==> src/rtl/bias_group_sequencer_pkg.sv <==
// Shared definitions for the bias group sequencer: data width, FSM states,
// saturation bounds and the helper that locates a lane inside a flat bus.
package bias_group_sequencer_pkg;

  localparam int DW = 18;

  typedef enum logic [1:0] {
    IDLE  = 2'd0,
    RUN   = 2'd1,
    DRAIN = 2'd2
  } seq_state_t;

  localparam logic [DW-1:0] SAT_MAX = {1'b0, {(DW-1){1'b1}}};
  localparam logic [DW-1:0] SAT_MIN = {1'b1, {(DW-1){1'b0}}};

  // Bit offset of lane 'lane' of bank 'bank' in a bus of banks that are
  // 'lanesPerBank' lanes wide; bank 0 doubles as the offset into a beat.
  function automatic int laneOffset(input int bank, input int lane, input int lanesPerBank);
    return DW * (bank * lanesPerBank + lane);
  endfunction

endpackage

==> src/rtl/bias_group_sequencer_sat_lane.sv <==
// One lane of the bias adder: sign-extended add, clamp to the signed range
// of DW bits. Optional macro BIAS_SEQ_RELU_EN clamps negative results to 0.
module bias_sat_lane
  import bias_group_sequencer_pkg::*;
(
  input  logic [DW-1:0] lane_i,
  input  logic [DW-1:0] bias_i,
  output logic [DW-1:0] res_o
);

  logic [DW:0]   sum;
  logic [DW-1:0] sat;

  // Add one guard bit wide; a disagreement between the two top bits means the
  // true result left the DW-bit range, and the guard bit gives the direction.
  always_comb begin
    sum = {lane_i[DW-1], lane_i} + {bias_i[DW-1], bias_i};
    if (sum[DW] != sum[DW-1]) begin
      sat = sum[DW] ? SAT_MIN : SAT_MAX;
    end else begin
      sat = sum[DW-1:0];
    end
`ifdef BIAS_SEQ_RELU_EN
    res_o = sat[DW-1] ? '0 : sat;
`else
    res_o = sat;
`endif
  end

endmodule

==> src/rtl/bias_group_sequencer.sv <==
// Bias group sequencer: adds one of N_GROUPS bias banks to each adder-tree
// beat, stepping to the next bank every PIX_PER_GROUP accepted beats, and
// signals done when the final beat of the pass leaves the output register.
// Optional macro BIAS_SEQ_RELU_EN (in bias_sat_lane) adds a ReLU after saturation.
module bias_group_sequencer
  import bias_group_sequencer_pkg::*;
#(
  parameter int N_adder_tree  = 16,
  parameter int N_GROUPS      = 4,
  parameter int PIX_PER_GROUP = 49,
  localparam int GW = (N_GROUPS > 1) ? $clog2(N_GROUPS) : 1
) (
  input  logic                                 clk,
  input  logic                                 rst_n,
  input  logic                                 start,
  input  logic [N_GROUPS*N_adder_tree*DW-1:0]  bias_bus,
  input  logic [N_adder_tree*DW-1:0]           in_data,
  input  logic                                 in_valid,
  output logic                                 in_ready,
  output logic [N_adder_tree*DW-1:0]           out_data,
  output logic                                 out_valid,
  input  logic                                 out_ready,
  output logic [GW-1:0]                        grp_idx,
  output logic                                 busy,
  output logic                                 done
);

  localparam int            PW       = (PIX_PER_GROUP > 1) ? $clog2(PIX_PER_GROUP) : 1;
  localparam int            LW       = N_adder_tree * DW;
  localparam logic [PW-1:0] PIX_LAST = PW'(PIX_PER_GROUP - 1);
  localparam logic [GW-1:0] GRP_LAST = GW'(N_GROUPS - 1);

  seq_state_t    state_q;
  logic [PW-1:0] pixCnt_q, pixCnt_d;
  logic [GW-1:0] grpIdx_q, grpIdx_d;
  logic          outValid_q;
  logic [LW-1:0] outData_q, outData_d;
  logic          accept;
  logic          lastBeat;

  logic [DW-1:0] bankLane [N_GROUPS][N_adder_tree];

  // Unpack the flat bias bus into [bank][lane] so the bank mux is a plain index.
  for (genvar g = 0; g < N_GROUPS; g++) begin : gBank
    for (genvar i = 0; i < N_adder_tree; i++) begin : gLane
      assign bankLane[g][i] = bias_bus[laneOffset(g, i, N_adder_tree) +: DW];
    end
  end

  // One saturating adder per lane, fed from the bank selected by the current
  // (pre-increment) group index.
  for (genvar i = 0; i < N_adder_tree; i++) begin : gAdd
    bias_sat_lane uLane (
      .lane_i (in_data  [laneOffset(0, i, N_adder_tree) +: DW]),
      .bias_i (bankLane[grpIdx_q][i]),
      .res_o  (outData_d[laneOffset(0, i, N_adder_tree) +: DW])
    );
  end

  assign in_ready  = (state_q == RUN) && (!outValid_q || out_ready);
  assign accept    = in_valid && in_ready;
  assign out_valid = outValid_q;
  assign out_data  = outData_q;
  assign grp_idx   = grpIdx_q;
  assign busy      = (state_q != IDLE);
  assign done      = (state_q == DRAIN) && outValid_q && out_ready;

  // Pixel/group counters advance only on accepted beats; the last pixel of
  // the last group marks the final beat of the pass.
  always_comb begin
    pixCnt_d = pixCnt_q;
    grpIdx_d = grpIdx_q;
    lastBeat = 1'b0;
    if (accept) begin
      if (pixCnt_q == PIX_LAST) begin
        pixCnt_d = '0;
        if (grpIdx_q == GRP_LAST) begin
          grpIdx_d = '0;
          lastBeat = 1'b1;
        end else begin
          grpIdx_d = grpIdx_q + GW'(1);
        end
      end else begin
        pixCnt_d = pixCnt_q + PW'(1);
      end
    end
  end

  // Pass FSM plus the output register; a new beat may load in the same cycle
  // the old one is taken, so a full-rate stream never bubbles.
  always_ff @(posedge clk) begin
    if (!rst_n) begin
      state_q    <= IDLE;
      pixCnt_q   <= '0;
      grpIdx_q   <= '0;
      outValid_q <= 1'b0;
      outData_q  <= '0;
    end else begin
      pixCnt_q <= pixCnt_d;
      grpIdx_q <= grpIdx_d;
      if (accept) begin
        outData_q  <= outData_d;
        outValid_q <= 1'b1;
      end else if (out_ready) begin
        outValid_q <= 1'b0;
      end
      case (state_q)
        IDLE: begin
          if (start) begin
            state_q  <= RUN;
            pixCnt_q <= '0;
            grpIdx_q <= '0;
          end
        end
        RUN: begin
          if (lastBeat) begin
            state_q <= DRAIN;
          end
        end
        DRAIN: begin
          if (outValid_q && out_ready) begin
            state_q <= IDLE;
          end
        end
        default: state_q <= IDLE;
      endcase
    end
  end

endmodule
==> config.mk <==
export PLATFORM = sky130hd
export DESIGN_NAME = bias_group_sequencer
export DESIGN_NICKNAME = d
export VERILOG_FILES = /design/src/rtl/bias_group_sequencer_pkg.sv /design/src/rtl/bias_group_sequencer_sat_lane.sv /design/src/rtl/bias_group_sequencer.sv
export SDC_FILE = /design/constraint.sdc
export NUM_CORES = 1
export LEC_CHECK = 0
export CORE_AREA = 2 2 677 679
export CTS_BUF_LIST = sky130_fd_sc_hd__clkbuf_4
export CTS_CLUSTER_DIAMETER = 100
export DETAILED_ROUTE_END_ITERATION = 7
export DIE_AREA = 0 0 679 681
export DONT_BUFFER_PORTS = 1
export SLEW_MARGIN = 30
export SYNTH_ARGS = -nofsm -noshare
export SYNTH_HDL_FRONTEND = slang
export SYNTH_SLANG_ARGS = --single-unit
==> constraint.sdc <==
create_clock -name clk -period 5.6 [get_ports clk]
set_clock_uncertainty 0.15 [all_clocks]
set_input_delay 0.84 -clock clk [delete_from_list [all_inputs] [get_ports clk]]
set_output_delay 0.84 -clock clk [all_outputs]
set_load 0.1 [all_outputs]
## After elaboration in Yosys (flattened, before gate mapping)

Cells that the tools add are included.

| cells by class | value |
|---|---|
| add/sub/neg operators | 18 |
| order comparisons | 1 |
| equal/unequal tests | 23 |
| multiplexer cells | 53 |
| bitwise operators | 1 |
| reduce and logical (&&, ||, !) cells | 11 |

Operators by type and width:

| kind | number |
|---|---|
| 288-bit binary-select mux with 2-bit select | 1 |
| 18-bit two-way mux | 32 |
| 288-bit two-way mux | 2 |
| 18-bit by 18-bit adder with 19-bit output | 16 |
| 6-bit two-way mux | 4 |
| 2-bit two-way mux | 8 |
| 1-bit != test | 16 |
| 6-bit by 1-bit adder with 6-bit output, second input constant | 1 |
| 6-bit equality test, second input constant | 1 |
| 2-bit one-hot mux with 3 select lines | 1 |
| 1-bit logical AND | 5 |
| 1-bit two-way mux | 5 |
| 2-bit equality test, second input constant | 2 |
| 2-bit != test, second input constant | 2 |
| 2-bit nonzero test | 2 |
| 3-bit greater-or-equal comparator, second input constant | 1 |
| 2-bit NOT with 3-bit output | 1 |
| 3-bit AND reduction | 1 |
| 2-bit by 1-bit adder with 2-bit output, second input constant | 1 |
| 2-bit by 1-bit equality test with 1-bit output, second input constant | 1 |
| 2-bit zero test | 1 |
| 2-bit by 1-bit != test with 1-bit output, second input constant | 1 |
| 1-bit zero test | 1 |
| 1-bit logical OR | 1 |

| word-level totals | value |
|---|---|
| bits in registers | 299 |
| output and inout port bits | 294 |
| word-level logic and storage cells | 112 |

## Logic depth before layout (Yosys ltp)

| depth | value |
|---|---|
| depth after elaboration | 7 |
| depth in mapped cells | 16 |
| mapped depth without buffers | 11 |

## Modules after synthesis

Synthesis repeated with hierarchy kept, for this count alone.

| unflattened totals | value |
|---|---|
| cell total of the unflattened synthesis | 4,756 |
| area total of the unflattened synthesis | 40,271.1 um^2 |

By module, submodules not included:

| module | times used | cells each | area an instance (um^2) | sequential area each (um^2) |
|---|---|---|---|---|
| bias_sat_lane | 16 | 193 | 1,395.1 | 0.0 |
| bias_group_sequencer | 1 | 1,668 | 17,949.7 | 5,985.7 |

## Least setup slack after synthesis

Ideal clock, no wire load.

| timing path | value |
|---|---|
| path type | register -> register |
| start point | register grpIdx_q[0], in the netlist grp_idx[0] |
| end point | register outData_q[227], in the netlist out_data[227] |
| setup time | 0.124 ns |
| arrival | 5.220 ns |
| data required time | 5.326 ns |
| slack | 0.106 ns |
| cell stages (with the launch flop) | 16 |
| buffers on the path | 4 |
| path through | dfxtp_1 clkbuf_1 clkbuf_1 buf_1 mux4_2 ha_1 fa_1 a211oi_1 nor2_1 o31ai_1 a21o_1 o22ai_1 or3b_1 o21ai_2 buf_4 o21ai_0 |

| between the ends | value |
|---|---|
| cells in the longest elaborated chain, start to end | 7 |
| elaborated cells on any way between the ends | 8 |
| those cells by class | 1 x add/sub; 1 x eq/ne; 5 x mux; 1 x bitwise |

RTL lines:

| element | line | RTL |
|---|---|---|
| start, declared | bias_group_sequencer.sv:35 | `logic [GW-1:0] grpIdx_q, grpIdx_d;` |
| start signal, assigned | bias_group_sequencer.sv:100 | `grpIdx_q <= grpIdx_d;` |
| 2-bit NOT with 3-bit output (not written as such) * | bias_group_sequencer.sv:55 | `.bias_i (bankLane[grpIdx_q][i]),` |
| 288-bit binary-select mux with 2-bit select * | bias_group_sequencer.sv:55 |  |
| 288-bit two-way mux * (2 in a row) | - |  |
| 18-bit by 18-bit adder with 19-bit output * | bias_group_sequencer_sat_lane.sv:17 | `sum = {lane_i[DW-1], lane_i} + {bias_i[DW-1], bias_i};` |
| 18-bit two-way mux / 1-bit != test (equally long branches) | bias_group_sequencer_sat_lane.sv:19, bias_group_sequencer_sat_lane.sv:18 |  |
| 18-bit two-way mux * | bias_group_sequencer_sat_lane.sv:18 | `if (sum[DW] != sum[DW-1]) begin` |
| end signal, assigned | bias_group_sequencer.sv:102 | `outData_q <= outData_d;` |
| end, declared | bias_group_sequencer.sv:37 | `logic [LW-1:0] outData_q, outData_d;` |

Mark *: on every way between the ends. The rest lies on a longest branch, timed or not. The select of a mux whose other input is x is not followed.
A chain may end at the register's enable or synchronous reset.

## Worst setup path after layout

| timing path | value |
|---|---|
| start point | register grpIdx_q[0], in the netlist grp_idx[0] |
| end point | register outData_q[245], in the netlist out_data[245] |

Same word-level chain as after synthesis.

==> results.md <==
* Status: finished, final reports clean
* Post-DRT Antenna Nets at 0
* Peak VDD IR at 0.000219 V
* Synth cell types at 100
* Post-synth EDFFs at 0
* Setup Crit Path Kind: reg -> reg
* Die area at roughly 0.46 sq mm
* First-pass GRT wire length at just under 400 mm
* Yosys warning count at 0
* Via count at about 34,000
* Final hold vios at 0
* CTS buffer count at 99
* Core utilization of the finished layout at 0.0972
* Largest net degree at the start of global routing at 116
* Sink Count at ~300
* FF-to-FF path depth at 15
* CP Launch Point: grp_idx[0]
* Worst min-delay path class: in -> reg
* Ports at roughly 1,700
* Worst Max-Slew Pin Slew at 1.07 ns
* Vias/cell at ~3.4
* Fin cells at around 9,900
* Crit path time final at approximately 5.5 ns
* Ys async rst share at 0
* Core ar. at 0.455 sq mm
* Antenna violations before repair at ~340
* Die height at 681 microns
* Fin worst setup slack at about 0.11 ns
* Clk_lat worst skew at between 1 and 1.5 ns
* Dpl cells at just over 9,000
* Final #Nets at between 5,000 and 6,000
* Fmax achieved at about 180 MHz
* Die W at a little under 700 microns
* CTS clk-pin slew, worst paths at 0.06 ns
* Synth area leader: mux4_2
* CTS tree: built
* Routability Congestion at 1.05
* Minimum hold slack at 0.220 ns
* Vias in the first global route at approximately 30,000
* Synth top area share at 0.201
* Syn_area_per_cell at roughly 9.4 sq um
* Seq/Total Area, Yosys at 0.186
* Slew headroom at 0.287
* Drt total wl at ~320 mm
* Drt pass-1 iters at 6
* Syn Inst Count at between 3,000 and 4,000
* Slew Viols, Final at 0
* Initial core utilization at 0.0709
* Main synth FF type: dfxtp_1
* Power density cells at roughly 220 mW/mm^2
* CP endpoint: out_data[245]
* P_leak at 14.4 nW
* Max-Cap Viols at 0
* RSZ-0062 raised after global routing: yes
* IO buf count at 0
* Root buffer cell: clkbuf_4
* Grt total ovfl at 0
* CP Max Fanout at 30
* R2R setup slack at ~0.11 ns
* Final Cycle Share at 0.981
* Final setup vio count at 0
* Worst setup EP type: register
* Most common cell after layout, fill and taps aside: a21oi_1
* Commonest non-fill, non-tap cells in the layout: a21oi_1 (311), ha_1 (291), mux4_2 (288), o21ai_0 (267), dlygate4sd3_1 (214)
* Dpl hpwl at between 200 and 300 mm
* Worst Hold Launch: in_data[91]
* Number of buffers on the longest clock path at 4
* Reg2reg end: out_data[245]
* CP arrival at ~6.3 ns
* # DRC at 0
* Total Power at around 9.8 mW
* Critical Path RT at between 6 and 7 ns
* # rows at between 200 and 250
* Htree depth at 3
* Initial drt markers at approximately 3,200
* Yosys reg bits at approximately 300
* Wire per inst at ~33 microns
* Area growth syn-to-layout at 37.2%
* All-Layer GR Usage at 0.132
* Number of nets produced by synthesis at roughly 5,200
* R2r startpoint: grp_idx[0]
* Layout cell share with drive strength beyond 1 at 0.209
* Postcts setup bufs at 0
* Place WS at around 0.46 ns
* Synth top area cells: mux4_2 (20%), dfxtp_1 (19%), ha_1 (11%)
* Synth Cell Area at approximately 0.032 sq mm
* Crit path launch type: register
==> routing by layer <==
metal / track usage / vias to the layer above / part of all wire
li1: - / 14300 / -
met1: 0.146 / 16300 / 0.36
met3: 0.0750 / 768 / 0.14
met2: 0.207 / 2518 / 0.44
met4: 0.0554 / 128 / 0.048
met5: 0 / - / 0.0028
==> registers in the layout (all words and copies together) (netlist names) <==
signal,flops
state_q,2
out_data,288
grp_idx,2
out_valid,1
pixCnt_q,6
==> power breakdown <==
part	switching (mW)	total, mW	internal (mW)
logic	2.35	3.82	1.47
registers	1.23	3.54	2.31
clock network	1.26	2.45	1.18
==> critical path, cell delays in order (launching register included) <==
cell,delay [ns]
dfxtp_4,0.37
buf_12,0.22
buf_4,0.45
buf_4,0.35
mux4_2,0.63
ha_1,0.39
a21oi_1,0.18
o21ai_0,0.13
inv_1,0.09
a21boi_0,0.11
o21a_1,0.20
or3_1,0.29
dlygate4sd3_1,0.56
a221oi_1,0.27
dlygate4sd3_1,0.59
o21ai_0,0.06
==> kinds of logic (layout without fill, tap and decap cells) <==
group,Yosys count,count (layout),synth area share
simple gates,681,681,0.104
fa+ha+maj,450,450,0.167
other cells,0,196,0
buf+inv,299,613,0.0378
xor+xnor,218,218,0.0606
compound gates,1171,1171,0.240
flops,299,299,0.186
mux,297,297,0.204
==> worst min-delay path by stage <==
stage / end / slack, ns / depth (start not counted)
6_report: out_data[92] / 0.22 / 4
4_1_cts: out_data[194] / 0.0002 / 4
3_3_place_gp: out_data[195] / 0.30 / 2
2_1_floorplan: state_q[0] / 0.28 / 1
3_5_place_dp: out_data[195] / 0.30 / 2
5_1_grt: out_data[54] / 0.05 / 3
==> cell usage after synthesis (all sizes together) (12+ instances only) <==
cell type / number
a21oi: 314
dfxtp: 299
ha: 291
mux4: 288
o21ai: 288
nand2: 189
nor2: 153
maj3: 143
clkbuf: 127
a21o: 116
xnor2: 115
xor2: 103
inv: 95
buf: 77
a211oi: 73
nor3: 53
nand3: 49
o211ai: 44
o21bai: 38
a31oi: 33
and3: 33
o21a: 31
a221o: 30
or2: 30
nor2b: 28
nor4: 28
nand4: 27
o221a: 27
nand2b: 25
o311a: 19
or3: 19
o31ai: 18
o22ai: 17
fa: 16
a211o: 13
a221oi: 13
a2111oi: 12
a21boi: 12
and2: 12
==> layout make-up <==
type	instances	area, sq um
Antenna cell	196	490
Clock buffer	126	946
Clock inverter	39	246
Fill cell	52700	411000
Inverter	95	359
Multi-Input combinational cell	2817	25100
Sequential cell	299	6120
Tap cell	6000	7510
Timing Repair Buffer	353	3430
==> timing repair <==
action	4_1_cts	5_1_grt
endpoints found under the setup margin	0	3
hold endpoints to repair	238	0
hold buffers	216	0
gates resized for setup	0	5
==> metrics by stage <==
step	TNS, ns	area [sq um]
after floorplan	0	32200
after global placement	0	40200
after detailed placement	0	40300
after CTS	0	43700
after global routing	-0.0872	43900
final	0	44200
No activity file was read; power rests on OpenSTA's default activity.
